===== src/rtl/multififo_pkg.sv =====
// Shared constants and pointer arithmetic for the multififo family
// (w1_r8 and w8_r1 variants).
package multififo_pkg;

    localparam int MAXREADS = 8;
    localparam int READSW   = 4;

    // Circular pointer advance for depths that need not be a power of two.
    // 32-bit arithmetic leaves headroom for DEPTH up to 65535 plus any lane offset.
    function automatic logic [31:0] wrap_ptr(input logic [31:0] p,
                                             input logic [31:0] n,
                                             input logic [31:0] depth);
        logic [31:0] s;
        s = p + n;
        return (s >= depth) ? (s - depth) : s;
    endfunction

endpackage


===== src/rtl/multififo_rdlane.sv =====
// One show-ahead read lane: lane pointer, lane-valid bit and the gated data word.
module multififo_rdlane
    import multififo_pkg::*;
#(
    parameter int WIDTH = 32,
    parameter int DEPTH = 8,
    parameter int LANE  = 0,
    parameter int PW    = 4
) (
    input  logic [PW-1:0]     rptr,
    input  logic [READSW-1:0] reads,
    input  logic              oktoread,
    input  logic [WIDTH-1:0]  mem [DEPTH],
    output logic [WIDTH-1:0]  lane_data,
    output logic              lane_valid
);

    localparam int IW = PW - 1;
    localparam logic [READSW-1:0] LANE_N = READSW'(LANE);

    logic [PW-1:0] rptr_k;

    assign rptr_k     = PW'(wrap_ptr(32'(rptr), 32'(LANE), 32'(DEPTH)));
    assign lane_valid = oktoread && (LANE_N < reads);
    assign lane_data  = lane_valid ? mem[rptr_k[IW-1:0]] : '0;

endmodule


===== src/rtl/multififo_w1_r8.sv =====
// Register-array FIFO: one word pushed per cycle, up to eight words popped per cycle
// through show-ahead lanes driven from the registered read pointer.
module multififo_w1_r8
    import multififo_pkg::*;
#(
    parameter int WIDTH = 32,
    parameter int DEPTH = 8
) (
    input  logic                      clk,
    input  logic                      rst,
    input  logic                      softreset,
    input  logic                      writes,
    input  logic [WIDTH-1:0]          din,
    input  logic [READSW-1:0]         reads,
    output logic [WIDTH*MAXREADS-1:0] dout,
    output logic [MAXREADS-1:0]       dvalid,
    output logic                      taken,
    output logic                      wready,
    output logic [15:0]               count,
    output logic [15:0]               frees,
    output logic                      err_overflow,
    output logic                      err_underflow
);

    localparam int WIDPTR = $clog2(DEPTH);
    localparam int PW     = WIDPTR + 1;
    localparam logic [15:0] DEPTH16 = 16'(DEPTH);

    logic [WIDTH-1:0] fifos [DEPTH];
    logic [PW-1:0]    wptr;
    logic [PW-1:0]    rptr;
    logic             badread;
    logic             oktoread;
    logic             oktowrite;

    // A pop in the same cycle never frees room for the push: full means full.
    assign badread   = reads > READSW'(MAXREADS);
    assign oktoread  = !badread && (16'(reads) <= count) && !softreset;
    assign oktowrite = writes && (count < DEPTH16) && !softreset;
    assign taken     = oktoread;
    assign wready    = oktowrite;
    assign frees     = DEPTH16 - count;

    always_ff @(posedge clk) begin
        if (rst) begin
            wptr          <= '0;
            rptr          <= '0;
            count         <= '0;
            err_overflow  <= 1'b0;
            err_underflow <= 1'b0;
            for (int i = 0; i < DEPTH; i++) begin
                fifos[i] <= '0;
            end
        end else if (softreset) begin
            // Storage is deliberately left intact; only bookkeeping is cleared.
            wptr          <= '0;
            rptr          <= '0;
            count         <= '0;
            err_overflow  <= 1'b0;
            err_underflow <= 1'b0;
        end else begin
            if (oktowrite) begin
                fifos[wptr[WIDPTR-1:0]] <= din;
                wptr <= PW'(wrap_ptr(32'(wptr), 32'd1, 32'(DEPTH)));
            end
            if (oktoread) begin
                rptr <= PW'(wrap_ptr(32'(rptr), 32'(reads), 32'(DEPTH)));
            end
            count <= count + 16'(oktowrite) - (oktoread ? 16'(reads) : 16'd0);
            if (writes && (count == DEPTH16)) begin
                err_overflow <= 1'b1;
            end
            if ((reads != '0) && !oktoread) begin
                err_underflow <= 1'b1;
            end
        end
    end

    for (genvar k = 0; k < MAXREADS; k++) begin : g_lane
        multififo_rdlane #(
            .WIDTH (WIDTH),
            .DEPTH (DEPTH),
            .LANE  (k),
            .PW    (PW)
        ) u_lane (
            .rptr       (rptr),
            .reads      (reads),
            .oktoread   (oktoread),
            .mem        (fifos),
            .lane_data  (dout[WIDTH*k +: WIDTH]),
            .lane_valid (dvalid[k])
        );
    end

endmodule

===== config.mk =====
export PLATFORM = sky130hd
export DESIGN_NAME = multififo_w1_r8
export DESIGN_NICKNAME = d
export VERILOG_FILES = /design/src/rtl/multififo_pkg.sv /design/src/rtl/multififo_rdlane.sv /design/src/rtl/multififo_w1_r8.sv
export SDC_FILE = /design/constraint.sdc
export NUM_CORES = 1
export LEC_CHECK = 0
export ABC_AREA = 1
export CELL_PAD_IN_SITES_DETAIL_PLACEMENT = 1
export CELL_PAD_IN_SITES_GLOBAL_PLACEMENT = 1
export CORE_UTILIZATION = 35
export DETAILED_ROUTE_END_ITERATION = 7
export PLACE_DENSITY_LB_ADDON = 0.1
export SLEW_MARGIN = 20
export SYNTH_ARGS = -nofsm -noshare
export SYNTH_HDL_FRONTEND = slang
export SYNTH_SLANG_ARGS = --single-unit
export TNS_END_PERCENT = 1

===== constraint.sdc =====
create_clock -name clk -period 4 [get_ports clk]
set_clock_uncertainty 0.1 [all_clocks]
set_input_delay 0.8 -clock clk [delete_from_list [all_inputs] [get_ports clk]]
set_output_delay 0.8 -clock clk [all_outputs]
set_load 0.05 [all_outputs]

==> impl_summary.md <==
Min path
The tightest min-delay check is of the reg -> reg type.

Clocking
The number of hold buffers added after CTS was 0. The CTS tree is built. In this run, CTS created clock tree buffers numbering 36. The clock drives 280 sinks. The worst-skew pair later-pin latency is 0.55 ns. The maximum clock insertion buffer count is 3. Clock-pin slew was measured on the worst setup and hold paths at 0.06 ns. The number of H-tree levels is 2. The tree is rooted in a sky130_fd_sc_hd__clkbuf_16.

Floorplan
The total number of placement rows is 91. The starting density of the core is 35.4%. The area of the die is 63,300 um2. Measured along the y axis, the die boundary spans 252 um. The x dimension of the die is 252 um.

In this run the standard cell core region covers 61,600 um2. The number of top-level design ports is 340.

Global route
The global-route usage over all layers is 30.2%. The initial antenna violation count is 3. The met3 track utilization from global routing is 2.93%.

The via count of the first global-routing pass is 25,600. For this run, global-route usage on met1 was measured as 40.8%. The pin count of the biggest net entering global routing is 213. The met2 track demand over resource in global routing is 51.5%. The first global-routing pass estimated 151,000 um of wire. For this run the aggregate overflow at the end of global routing stands at 0.

The most heavily used metal layer in global routing is met2.

Finish
The area growth from synthesis to layout is 33.2%. The filler-free cell count of the finished design is 4,933. The final layout contains 4,151 nets. Cells with a size suffix above 1 make up 12.4% of the layout. Counting the fill cells in the layout gives 8,150.

Routing
The routed length per placed instance is 19.8 um. The number of design rule violations left after detail routing is 0. Dividing the detail-routed via count by the number of cells gives 5.29. The first-iteration detailed-routing DRC count is 1,838. The routed design has 97,800 um of wire. The count of nets left with antenna violations after detail routing is 0.

The total iterations of the first detailed-routing run is 5. The final route contains 26,100 vias.

Run
The number of maximum-capacitance violations is 0.

Yosys
Counting instances in the post-synthesis netlist gives the leading cell types as 1,434 x sky130_fd_sc_hd__nand2_1, 417 x sky130_fd_sc_hd__nor2_1, 407 x sky130_fd_sc_hd__o21ai_0, 376 x sky130_fd_sc_hd__a21oi_1, 280 x sky130_fd_sc_hd__dfxtp_1. The total of warnings raised by yosys is 0. After synthesis, the cell types taking the most area are sky130_fd_sc_hd__dfxtp_1 26%, sky130_fd_sc_hd__nand2_1 25%, sky130_fd_sc_hd__o21ai_0 9.3%.

The commonest register cell after synthesis is sky130_fd_sc_hd__dfxtp_1. Each instance of the synthesized netlist takes up on average 5.52 um2. The synthesized netlist occupies a cell area of 21,800 um2. After synthesis the netlist holds a flip-flop and latch count of 280. In the synthesized netlist, the number of instances is 3,949.

The post-synthesis sequential area ratio is 25.7%. The largest total area in the synthesized netlist belongs to sky130_fd_sc_hd__dfxtp_1. The number of nets in the synthesized netlist is 4,030. sky130_fd_sc_hd__nand2_1 is the most common cell in the netlist. After synthesis, the share of flip-flops with an asynchronous set or reset is 0%. Counting flops with a built-in enable in the synthesized netlist gives 0. The top cell type by area accounts for 25.7% of the synthesized area.

The distinct cell type count of the synthesized netlist is 28.

Pwr
In this run the power density over the cells is 467 nW/um2. Of the total power, registers draw 22.0%. The switching power is 6.39 mW. Of the total power, the share spent switching nets is 47.1%. Summed over all cells, the static leakage comes to 11.9 nW. The relative contribution of combinational cells to total power is 53.3%. The part of the total power dissipated in the clock network is 24.6%. Cell internal power was estimated by the tool at 7.17 mW. The worst-case IR drop observed on VDD is 857 uV. The design draws 13.6 mW.

Timing
Hold is met by 0.361 ns. The maximum clock rate is 0.252 GHz. After layout, the worst path uses 99.2% of the clock period. The final-report hold violation count is 0. The max-slew violation total from the final report is 0. The post-route minimum period is 3.97 ns.

The worst pin sits at a relative slew slack of 38.8%. The number of failing setup endpoints in the final timing report is 0. For the pin with the worst max-slew slack, the measured transition is 0.918 ns.

Setup repair after global routing could not meet its margin everywhere. Setup total negative slack on the finished layout was measured at 0 ns. The worst-case setup margin in the final layout is 0.0320 ns.

Worst setup path
The nature of the critical path endpoint is an output port. STA puts the critical path data required time at 3.10 ns. The maximum fanout along the worst path is 21. The worst setup path is of the in -> out kind.

The data arrival time of the critical path is 3.07 ns. The critical path startpoint category is an input pin.

Run status
The run finished with clean final reports.

Place
The congestion estimate from routability-driven global placement came to 0.836. The port buffer count is 339. In this run, placement finished with an instance count of 4,868. OpenSTA, run right after detailed placement, puts the worst setup slack at -0.252 ns. Summed over all nets, the half-perimeter wirelength after detailed placement is 66,500 um.
## stage by stage
stage | util, % | area (um2)
3_5_place_dp | 44.9 | 27600
4_1_cts | 46.8 | 28800
3_3_place_gp | 44.9 | 27600
6_report | 47.2 | 29000
2_1_floorplan | - | 21800
5_1_grt | 47.1 | 29000
## repair_timing
item / CTS / global route
gates cloned: 0 / 1
setup endpoints to repair: 39 / 174
gates resized for setup: 8 / 65
setup buffers: 0 / 0
endpoints found under the hold margin: 0 / 0
## state kept, by name, indices dropped and copies added (netlist names)
name,cells
fifos,256
count,16
rptr,3
wptr,3
err_overflow,1
err_underflow,1
## layer usage
layer | vias to the layer above | routed length [um]
met5 | - | 26
li1 | 12800 | -
met1 | 12700 | 45600
met4 | 4 | 2070
met2 | 531 | 46200
met3 | 113 | 3890
## power groups by stage
stage / clock (mW) / sequential [mW] / combinational, mW
after floorplan: 0 / 3.22 / 4.57
after global placement: 0 / 3.05 / 7.10
after detailed placement: 0 / 3.05 / 7.17
after CTS: 3.37 / 2.99 / 7.22
after global routing: 3.47 / 3.00 / 7.86
final: 3.34 / 2.99 / 7.23
## cell usage in the layout (no fill, tap or decap), drive strengths merged
master / instances
dfxtp: 280
nand2: 1443
nor3: 3
clkbuf: 55
ha: 39
buf: 350
o21bai: 3
nand4: 4
bufinv: 2
dlymetal6s2s: 2
nor2: 420
a21oi: 377
nand3b: 1
fa: 2
clkinv: 5
xnor2: 3
o21a: 1
diode: 1
nand3: 279
clkdlybuf4s50: 70
inv: 253
o21ai: 488
xor2: 15
## worst max-delay path: stages
cell and delay (ns):
sky130_fd_sc_hd__clkdlybuf4s50_1 0.47, sky130_fd_sc_hd__inv_1 0.06, sky130_fd_sc_hd__ha_1 0.27, sky130_fd_sc_hd__nand2_1 0.05, sky130_fd_sc_hd__nor2_1 0.10, sky130_fd_sc_hd__nor2_1 0.07, sky130_fd_sc_hd__nand2_1 0.09, sky130_fd_sc_hd__nand2_2 0.08
sky130_fd_sc_hd__buf_12 0.14, sky130_fd_sc_hd__nor2_4 0.19, sky130_fd_sc_hd__nand2_2 0.11, sky130_fd_sc_hd__buf_12 0.17, sky130_fd_sc_hd__nor2_1 0.22, sky130_fd_sc_hd__buf_12 0.17
## final timing paths
path | startpoint | to | slack [ns] | cells after the start
max | reads[0] | dout[143] | 0.03 | 14
min | fifos[154] | fifos[154] | 0.36 | 2
max reg2reg | count[10] | count[14] | 0.58 | 21
min reg2reg | fifos[154] | fifos[154] | 0.36 | 2
## area by class of cell
cell class	instances	area, um2	area share, %
sequential	280	5620	19.3
tap	837	1050	3.61
clock buffer	54	1060	3.65
multi-input combinational	3078	13800	47.6
inverter	251	950	3.27
antenna	1	2.50	0.00862
clock inverter	9	103	0.353
timing repair buffer	423	6450	22.2
## cells by family after synthesis
kind of cell / synth area share, %
compound gates: 20.0
xor+xnor: 0.723
fa+ha+maj: 2.42
buf+inv: 12.2
flops: 25.7
simple gates: 38.9
No activity file was read; power rests on OpenSTA's default activity.
